## src/rtl/systolic_job_controller.sv

```systemverilog
// Job sequencer for the systolic array: loads both operand queues, starts the
// multiply, waits for compute and collection, then streams the N*N results out.
module systolic_job_controller #(
    parameter int N              = 8,
    parameter int DATA_WIDTH     = 32,
    parameter int TIMEOUT_CYCLES = 4096
) (
    input  logic                   clk_i,
    input  logic                   rstn_i,
    input  logic                   job_valid_i,
    output logic                   job_ready_o,
    input  logic                   in_valid_i,
    output logic                   in_ready_o,
    input  logic [DATA_WIDTH-1:0]  in_data_i,
    output logic                   north_write_enable_o,
    output logic [DATA_WIDTH-1:0]  north_write_data_o,
    output logic                   north_write_reset_o,
    output logic                   west_write_enable_o,
    output logic [DATA_WIDTH-1:0]  west_write_data_o,
    output logic                   west_write_reset_o,
    output logic                   start_matrix_mult_o,
    input  logic                   matrix_mult_complete_i,
    input  logic                   collection_complete_i,
    output logic                   read_enable_o,
    output logic [$clog2(N*N)-1:0] read_addr_o,
    input  logic [DATA_WIDTH-1:0]  read_data_i,
    input  logic                   read_valid_i,
    output logic                   out_valid_o,
    input  logic                   out_ready_i,
    output logic [DATA_WIDTH-1:0]  out_data_o,
    output logic                   out_last_o,
    output logic                   busy_o,
    output logic                   timeout_o
);

    localparam int NN = N * N;
    localparam int AW = $clog2(NN);
    localparam int CW = AW + 1;
    localparam int TW = $clog2(TIMEOUT_CYCLES);

    localparam logic [CW-1:0] LAST_IDX   = CW'(NN - 1);
    localparam logic [TW-1:0] TCNT_LIMIT = TW'(TIMEOUT_CYCLES - 1);

    typedef enum logic [3:0] {
        IDLE,
        CLEAR,
        LOAD_N,
        LOAD_W,
        START,
        COMPUTE,
        COLLECT,
        RD_REQ,
        RD_WAIT,
        OUT_HOLD
    } state_t;

    state_t                r_state;
    state_t                w_state_next;
    logic [CW-1:0]         r_wcnt;
    logic [CW-1:0]         w_wcnt_next;
    logic [CW-1:0]         r_rcnt;
    logic [CW-1:0]         w_rcnt_next;
    logic [TW-1:0]         r_tcnt;
    logic [TW-1:0]         w_tcnt_next;
    logic [TW-1:0]         w_tcnt_inc;
    logic [DATA_WIDTH-1:0] r_out_data;
    logic [DATA_WIDTH-1:0] w_out_data_next;
    logic                  w_wcnt_last;
    logic                  w_rcnt_last;
    logic                  w_tcnt_expired;

    always_ff @(posedge clk_i or negedge rstn_i) begin
        if (!rstn_i) begin
            r_state    <= IDLE;
            r_wcnt     <= '0;
            r_rcnt     <= '0;
            r_tcnt     <= '0;
            r_out_data <= '0;
        end else begin
            r_state    <= w_state_next;
            r_wcnt     <= w_wcnt_next;
            r_rcnt     <= w_rcnt_next;
            r_tcnt     <= w_tcnt_next;
            r_out_data <= w_out_data_next;
        end
    end

    assign w_wcnt_last    = (r_wcnt == LAST_IDX);
    assign w_rcnt_last    = (r_rcnt == LAST_IDX);
    assign w_tcnt_expired = (r_tcnt == TCNT_LIMIT);
    // Saturate so the budget carries from COMPUTE into COLLECT without wrapping.
    assign w_tcnt_inc     = w_tcnt_expired ? r_tcnt : r_tcnt + TW'(1);

    assign out_data_o = r_out_data;
    assign busy_o     = (r_state != IDLE);

    always_comb begin
        w_state_next         = r_state;
        w_wcnt_next          = r_wcnt;
        w_rcnt_next          = r_rcnt;
        w_tcnt_next          = r_tcnt;
        w_out_data_next      = r_out_data;
        job_ready_o          = 1'b0;
        in_ready_o           = 1'b0;
        north_write_enable_o = 1'b0;
        north_write_data_o   = '0;
        north_write_reset_o  = 1'b0;
        west_write_enable_o  = 1'b0;
        west_write_data_o    = '0;
        west_write_reset_o   = 1'b0;
        start_matrix_mult_o  = 1'b0;
        read_enable_o        = 1'b0;
        read_addr_o          = '0;
        out_valid_o          = 1'b0;
        out_last_o           = 1'b0;
        timeout_o            = 1'b0;

        case (r_state)
            IDLE: begin
                job_ready_o = 1'b1;
                if (job_valid_i) begin
                    w_state_next = CLEAR;
                end
            end

            CLEAR: begin
                north_write_reset_o = 1'b1;
                west_write_reset_o  = 1'b1;
                w_wcnt_next         = '0;
                w_state_next        = LOAD_N;
            end

            LOAD_N: begin
                in_ready_o = 1'b1;
                if (in_valid_i) begin
                    north_write_enable_o = 1'b1;
                    north_write_data_o   = in_data_i;
                    if (w_wcnt_last) begin
                        w_wcnt_next  = '0;
                        w_state_next = LOAD_W;
                    end else begin
                        w_wcnt_next = r_wcnt + CW'(1);
                    end
                end
            end

            LOAD_W: begin
                in_ready_o = 1'b1;
                if (in_valid_i) begin
                    west_write_enable_o = 1'b1;
                    west_write_data_o   = in_data_i;
                    if (w_wcnt_last) begin
                        w_wcnt_next  = '0;
                        w_state_next = START;
                    end else begin
                        w_wcnt_next = r_wcnt + CW'(1);
                    end
                end
            end

            START: begin
                start_matrix_mult_o = 1'b1;
                w_tcnt_next         = '0;
                w_state_next        = COMPUTE;
            end

            // Exit condition is tested before the budget so a coincident
            // completion is never reported as a timeout.
            COMPUTE: begin
                if (matrix_mult_complete_i) begin
                    w_tcnt_next  = w_tcnt_inc;
                    w_state_next = COLLECT;
                end else if (w_tcnt_expired) begin
                    timeout_o    = 1'b1;
                    w_state_next = IDLE;
                end else begin
                    w_tcnt_next = w_tcnt_inc;
                end
            end

            COLLECT: begin
                if (collection_complete_i) begin
                    w_rcnt_next  = '0;
                    w_state_next = RD_REQ;
                end else if (w_tcnt_expired) begin
                    timeout_o    = 1'b1;
                    w_state_next = IDLE;
                end else begin
                    w_tcnt_next = w_tcnt_inc;
                end
            end

            RD_REQ: begin
                read_enable_o = 1'b1;
                read_addr_o   = r_rcnt[AW-1:0];
                w_state_next  = RD_WAIT;
            end

            // A missing read_valid_i is a fabric fault; we deliberately wait.
            RD_WAIT: begin
                if (read_valid_i) begin
                    w_out_data_next = read_data_i;
                    w_state_next    = OUT_HOLD;
                end
            end

            OUT_HOLD: begin
                out_valid_o = 1'b1;
                out_last_o  = w_rcnt_last;
                if (out_ready_i) begin
                    if (w_rcnt_last) begin
                        w_state_next = IDLE;
                    end else begin
                        w_rcnt_next  = r_rcnt + CW'(1);
                        w_state_next = RD_REQ;
                    end
                end
            end

            default: begin
                w_state_next = IDLE;
            end
        endcase
    end

endmodule

```

## config.mk

```make
export PLATFORM = sky130hd
export DESIGN_NAME = systolic_job_controller
export DESIGN_NICKNAME = d
export VERILOG_FILES = /design/src/rtl/systolic_job_controller.sv
export SDC_FILE = /design/constraint.sdc
export NUM_CORES = 1
export LEC_CHECK = 0
export BUFFER_PORTS_ARGS = -buffer_cell sky130_fd_sc_hd__buf_2
export CAP_MARGIN = 0
export CORE_MARGIN = 2
export CORE_UTILIZATION = 49
export DETAILED_ROUTE_END_ITERATION = 12
export PLACE_DENSITY = 0.86
export SETUP_SLACK_MARGIN = 0.1
export SYNTH_ARGS = -nofsm -noshare
export SYNTH_HDL_FRONTEND = slang
export SYNTH_SLANG_ARGS = --single-unit
```

## constraint.sdc

```tcl
create_clock -name clk_i -period 4.2 [get_ports clk_i]
set_input_delay 0.21 -clock clk_i [delete_from_list [all_inputs] [get_ports clk_i]]
set_output_delay 0.21 -clock clk_i [all_outputs]
set_load 0.01 [all_outputs]
```

==> results of run 1 <==
-- power breakdown --
group | switching [mW] | total (mW) | leakage, nW | internal (mW)
clock network | 0.238 | 0.650 | 0.120 | 0.412
logic | 0.448 | 0.823 | 1.64 | 0.375
registers | 0.128 | 0.842 | 0.848 | 0.714
-- area by class of cell --
class                           instances  area, um^2
Clock buffer                           11         141
Sequential cell                        62        1550
Tap cell                               96         120
Multi-Input combinational cell        274        1870
Clock inverter                          5         106
Timing Repair Buffer                  187         941
Inverter                                5        18.8
Fill cell                             543        2120
-- routing by layer --
layer / share of wire / vias up
met1: 0.37 / 1588
li1: - / 1596
met5: 0 / -
met2: 0.54 / 153
met3: 0.084 / 11
met4: 0.012 / 0
-- critical path: cells and delay by family (launching register included) --
| family | cells | cell delay (ps) |
|---|---|---|
| buffers and inverters | 1 | 140 |
| and+or+nand+nor | 3 | 1500 |
| DFF | 1 | 580 |
-- cell usage in the layout (no fill, tap or decap), drive strengths merged, types with 2 or more instances in the layout --
master,n
a211o,2
a21o,3
a21oi,9
a22o,4
a31oi,2
and2,71
and2b,2
and3,2
buf,187
bufinv,3
clkbuf,11
dfrtp,62
ha,3
inv,5
mux2,33
mux2i,3
nand2,20
nand2b,3
nand3,15
nand4,4
nor2,29
nor2b,4
nor3,9
nor3b,3
nor4,5
o21a,4
o21ai,17
o31ai,3
xnor2,11
-- cells by family (layout without fill, tap and decap cells) --
| kind of cell | Yosys count | in the layout | share of synthesized area |
|---|---|---|---|
| mux | 36 | 36 | 0.114 |
| fa+ha+maj | 3 | 3 | 0.0106 |
| compound gates | 51 | 51 | 0.0949 |
| flops | 62 | 62 | 0.439 |
| simple gates | 173 | 173 | 0.281 |
| buf+inv | 23 | 208 | 0.0333 |
| xor+xnor | 11 | 11 | 0.0273 |
-- sequential cells by signal (all words and copies together) (netlist names) --
name	flops
out_data_o	32
r_tcnt	12
r_rcnt	7
r_wcnt	7
r_state	4
-- stage by stage --
stage | power, mW | setup WS (ps) | hold slack (ps) | util | cell area [um^2]
6_report | 2.31 | 1430 | 31.5 | 0.691 | 4740
5_1_grt | 2.46 | 1150 | 77.1 | 0.691 | 4740
4_1_cts | 2.32 | 1050 | 36.4 | 0.690 | 4740
3_5_place_dp | 1.67 | 1430 | 414 | 0.654 | 4490
3_3_place_gp | 1.63 | 1650 | 407 | 0.654 | 4490
2_1_floorplan | 1.37 | 2420 | -85.6 | - | 3530
-- how the worst max path moves through the flow --
stage,endpoint,slack (ps),from,cells past startpoint
after floorplan,north_write_data_o[22],2420,r_state[2],5
after global placement,north_write_data_o[1],1650,r_state[1],5
after detailed placement,north_write_data_o[19],1430,r_state[1],5
after CTS,north_write_data_o[19],1050,r_state[1],5
after global routing,north_write_data_o[1],1150,r_state[1],5
final,west_write_data_o[15],1430,r_state[1],4
==> summary.md, run 1 <==
| Metric | Value |
|---|---|
| Arr. time, crit path | between 2000 and 3000 ps |
| RD Place Congestion | ~0.9 |
| Post-DP HPWL | roughly 7400 um |
| Data required, critical path | about 4000 ps |
| #FFs+latches synth | between 60 and 70 |
| Global-route wire length before repair | 14900 um |
| Top Ports | roughly 190 |
| VDD IR-drop max | roughly 0.44 mV |
| Setup Skew | ~13 ps |
| Die ar. | 0.00790 mm^2 |
| Cell variety after synth | 50 |
| Routed WL | roughly 9800 um |
| R2r endpoint | r_tcnt[7] |
| Syn_area_per_cell | 9.84 um^2 |
| Max transition margin | 0.221 |
| Vias in the first global route | between 3000 and 4000 |
| Nets | about 600 |
| Cell depth of the worst flop-to-flop path | 6 |
| Worst-margin pin slew | roughly 1200 ps |
| Fin crit share | 0.660 |
| Async S/R FF share, synth | 1.00 |
| Cell Count, Final, Fillers Out | 640 |
| Die W | 88.9 um |
| Total CTS buffers | 9 |
| Antenna violations before repair | 0 |
| Post-synth top cells | 71 x and2_1, 62 x dfrtp_1, 33 x mux2_2 |
| Clock Tree Buf Depth | 2 |
| Worst-Skew Late Latency | about 340 ps |
| Gr usage total | 0.248 |
| CP Launch Type | register |
| GR peak layer | met2 |
| Share of the synthesized area in the top cell type | 0.439 |
| Status | finished, final reports clean |
| Number of synthesized flops with an enable pin | 0 |
| Most common cell in the netlist | and2_1 |
| Clk sinks | 62 |
| Top post-synthesis cells by area | dfrtp_1 44%, and2_1 13%, mux2_2 11% |
| Initial DRC count | around 190 |
| Starting Density | 0.514 |
| Maximum net fanout on the critical path | 33 |
| Sequential share of the synthesized area | 0.439 |
| Max cap viols | 0 |
| Syn Nets | 434 |
| Nature of the critical path endpoint | output pin |
| RSZ-0062 raised after global routing | no |
| Hold Buf Count CTS | 0 |
| IO Port Bufs | 185 |
| DR vias | ~3300 |
| Worst R2R Start | r_tcnt[0] |
| Cell Rows | 30 |
| Reg2Reg Setup Slack | approximately 1800 ps |
| Minimum clock period | 2770 ps |
| Fmax | approximately 0.36 GHz |
| Worst hold path type | in -> async |
| Dpl cells | 624 |
| Post-CTS setup buffer count | 0 |
| WS Path Type | reg -> out |
| CORE AREA | a little under 0.007 mm^2 |
| Vias per cell | approximately 5.2 |
| Reg clk slew, reported paths | approximately 70 ps |
| Largest area contributor in the netlist | dfrtp_1 |
| Leak Pwr | 2.61 nW |
| Final ANT Viol Nets | 0 |
| CTS tree | built |
| Cts repair resizes | 0 |
| PwrDens | between 400 and 500 mW/mm^2 |
| Hold Violations, Final | 0 |
| DRC Markers | 0 |
| Cell Chain, Critical Path | nor3b_2 -> and3_1 -> and2_1 -> buf_2 |
| TNS Setup | 0 ps |
| Met3 Usage GRT | 0.0720 |
| Htree depth | 3 |
| Grt total ovfl | 0 |
| Die Span Y | roughly 89 um |
| Largest net degree at the start of global routing | between 60 and 70 |
| Met2 usage | 0.476 |
| Worst path max stage delay | between 700 and 800 ps |
| Main synth FF type | dfrtp_1 |
| Post-synthesis cell area | approximately 0.0035 mm^2 |
| Crit-path slowest cell | and3_1 |
| Drt wl/cell | approximately 15 um |
| Root Buffer | clkbuf_8 |
| Pins Over Slew Limit | 0 |
| DR pass1 iterations | 4 |
| Final setup violation count | 0 |
| Fraction of layout cells with a size suffix above 1 | 0.447 |
| Synthesized instance count | 359 |
| M1 GR Usage | 0.259 |
| Synth warn | 0 |
| Layout area overhead | 34.3% |
| Antenna cells | 0 |
(Power assumes the default switching activity.)
==> inputs of run 2 (changes only) <==
--- a/config.mk
+++ b/config.mk
@@ -5,12 +5,13 @@
 export SDC_FILE = /design/constraint.sdc
 export NUM_CORES = 1
 export LEC_CHECK = 0
+export ABC_AREA = 1
 export BUFFER_PORTS_ARGS = -buffer_cell sky130_fd_sc_hd__buf_2
 export CAP_MARGIN = 0
 export CORE_MARGIN = 2
-export CORE_UTILIZATION = 49
+export CORE_UTILIZATION = 46
 export DETAILED_ROUTE_END_ITERATION = 12
-export PLACE_DENSITY = 0.86
+export PLACE_DENSITY = 0.81
 export SETUP_SLACK_MARGIN = 0.1
 export SYNTH_ARGS = -nofsm -noshare
 export SYNTH_HDL_FRONTEND = slang
==> constraint.sdc (replaced) <==
create_clock -name clk_i -period 2.68 [get_ports clk_i]
set_input_delay 0.134 -clock clk_i [delete_from_list [all_inputs] [get_ports clk_i]]
set_output_delay 0.134 -clock clk_i [all_outputs]
set_load 0.01 [all_outputs]
==> run 2 against run 1 <==
Effect of this change: final area is 3.9% higher; critical endpoint is now west_write_data_o[23]; register-to-register slack got worse by 960 ps; highest routed layer unchanged; utilization shrank 5.3 points; flip-flop and latch count is the same.
==> summary.md, run 2 <==
| Metric | Value |
|---|---|
| Top post-synthesis cells by area | dfrtp_1 42%, nor2_1 11%, mux2_1 9.2% |
| Leak Pwr | approximately 2.9 nW |
| Drt wl/cell | around 14 um |
| Vias in the first global route | roughly 3800 |
| Post-synth top cells | 106 x nor2_1, 89 x nand2_1, 71 x inv_1 |
| Largest area contributor in the netlist | dfrtp_1 |
| Pins Over Slew Limit | 0 |
| Cell variety after synth | 35 |
| Placed cell area | 0.00466 mm^2 |
| WS Path Type | reg -> out |
| Worst hold path endpoint | out_data_o[8] |
| Hold Violations, Final | 0 |
| Syn Nets | ~560 |
| Synth warn | 0 |
| Status | finished, final reports clean |
| Commonest non-fill, non-tap cells in the layout | 185 x buf_2, 106 x nor2_1, 89 x nand2_1, 71 x inv_1, 62 x dfrtp_1 |
| PwrDens | 820 mW/mm^2 |
| CORE AREA | 0.00773 mm^2 |
| Minimum clock period | ~2300 ps |
| Synthesized instance count | 480 |
| RD Place Congestion | around 0.88 |
| Root Buffer | clkbuf_8 |
| Final ANT Viol Nets | 0 |
| Die Span Y | just over 90 um |
| Cell Rows | 32 |
| RSZ-0062 raised after global routing | no |
| Worst hold path type | in -> reg |
| Starting Density | 0.474 |
| Main synth FF type | dfrtp_1 |
| Post-DP HPWL | 8270 um |
| Post-CTS setup buffer count | 0 |
| DR pass1 iterations | 6 |
| Antenna cells | 0 |
| Clock Tree Buf Depth | 2 |
| Reg2Reg Setup Slack | roughly 860 ps |
| Total CTS buffers | 9 |
| Number of synthesized flops with an enable pin | 0 |
| R2r endpoint | out_data_o[28] |
| Pwr Total | 4.04 mW |
| Maximum net fanout on the critical path | 32 |
| Dpl cells | 758 |
| Worst R2R Start | r_state[0] |
| Post-synthesis cell area | approximately 0.0037 mm^2 |
| Cell depth of the worst flop-to-flop path | 5 |
| Grt total ovfl | 0 |
| TNS Setup | 0 ps |
| Fin area | between 0.004 and 0.005 mm^2 |
| VDD IR-drop max | between 0.6 and 0.7 mV |
| Global-route wire length before repair | ~17000 um |
| Worst-margin pin slew | 506 ps |
| Async S/R FF share, synth | 1.00 |
| IO Port Bufs | 185 |
| Fin crit share | 0.841 |
| Clk sinks | 62 |
| Data required, critical path | about 2600 ps |
| Arr. time, crit path | roughly 2100 ps |
| Die ar. | 0.00870 mm^2 |
| Gr usage total | 0.253 |
| Fmax | about 0.44 GHz |
| CTS tree | built |
| CP Launch Type | register |
| #FFs+latches synth | 62 |
| Nature of the critical path endpoint | output pin |
| Top Ports | 186 |
| Htree depth | 3 |
| Antenna violations before repair | 0 |
| Place WS | about 850 ps |
| Setup WS post-layout | roughly 430 ps |
| Routed WL | 10600 um |
| Die W | roughly 93 um |
| Largest net degree at the start of global routing | 33 |
| Final core utilization | 0.638 |
| Largest register FFs | 32 |
| Layout area overhead | 34.5% |
| Sequential share of the synthesized area | 0.423 |
| Reg clk slew, reported paths | roughly 60 ps |
| DRC Markers | 0 |
| DR vias | about 3800 |
| Initial DRC count | about 220 |
| Cell Count, Final, Fillers Out | roughly 780 |
| Syn_area_per_cell | between 7 and 8 um^2 |
| Fraction of layout cells with a size suffix above 1 | 0.345 |
| Worst-Skew Late Latency | ~350 ps |
| Setup Skew | 8.06 ps |
| Final setup violation count | 0 |
| Hold Crit Start | read_data_i[8] |
| Max transition margin | 0.660 |
| Vias per cell | around 4.9 |
| Max cap viols | 0 |
| Share of the synthesized area in the top cell type | 0.423 |
| Most common cell in the netlist | nor2_1 |
| Nets | ~750 |
| Hold_ws | 6.90 ps |
| Commonest non-fill, non-tap cell in the layout | buf_2 |
| Hold Path Depth | 2 |
[run 2: cell count changes after synthesis, sizes merged, moves of 10 or more]
cell	before	now
and2	71	1
inv	5	79
nand2	20	93
nand3	15	26
nor2	29	116
xnor2	11	1
[run 2: final cells by class]
type | count | area (um^2)
fillers | 644 | 2800
multi-input cells | 327 | 1730
flip-flops and latches | 62 | 1550
repair buffers | 193 | 998
inverters | 79 | 297
clock buffers | 11 | 151
well taps | 102 | 128
clock inverters | 4 | 70.1
[run 2: cell families (layout without fill, tap and decap cells)]
family	Yosys count	in the layout	synth area share
compound gates	35	35	0.0543
xor+xnor	5	5	0.0119
fa+ha+maj	3	3	0.0102
buf+inv	91	287	0.104
flops	62	62	0.423
mux	32	32	0.0983
simple gates	252	252	0.298
[run 2: timing repair]
action | 4_1_cts | 5_1_grt
endpoints found under the hold margin | 19 | 0
hold buffers | 5 | 0
gates resized for setup | 0 | 0
[run 2: critical path, stage by stage, from the launching register on]
cell and delay, ps:
dfrtp_1 460, inv_2 110, nand2_2 110, nor2_4 200
nand2_2 110, nor2_2 130, inv_2 210, nor2_1 270
buf_2 190
[run 2: metal layers]
metal | part of all wire | vias up | wire length (um) | track usage
met4 | 0.030 | 0 | 316 | 0.108
met5 | 0 | - | 0 | 0
met1 | 0.38 | 1734 | 4060 | 0.278
met2 | 0.50 | 189 | 5290 | 0.460
met3 | 0.085 | 27 | 894 | 0.0629
li1 | - | 1870 | - | -
[run 2: worst max-delay path by stage]
stage / startpoint / end / cells past startpoint
after global routing: r_state[3] / west_write_data_o[30] / 8
after CTS: r_state[3] / west_write_data_o[28] / 8
after floorplan: r_state[3] / north_write_data_o[10] / 8
after detailed placement: r_state[3] / west_write_data_o[28] / 8
final: r_state[3] / west_write_data_o[23] / 8
after global placement: r_state[3] / west_write_data_o[23] / 8
[run 2: report_power, final]
| part | total (mW) | switching, mW | leakage [nW] | internal (mW) |
|---|---|---|---|---|
| clock | 0.929 | 0.363 | 0.115 | 0.566 |
| combinational | 1.63 | 0.978 | 2.00 | 0.655 |
| sequential | 1.48 | 0.227 | 0.806 | 1.25 |
| total | 4.04 | 1.57 | 2.92 | 2.47 |
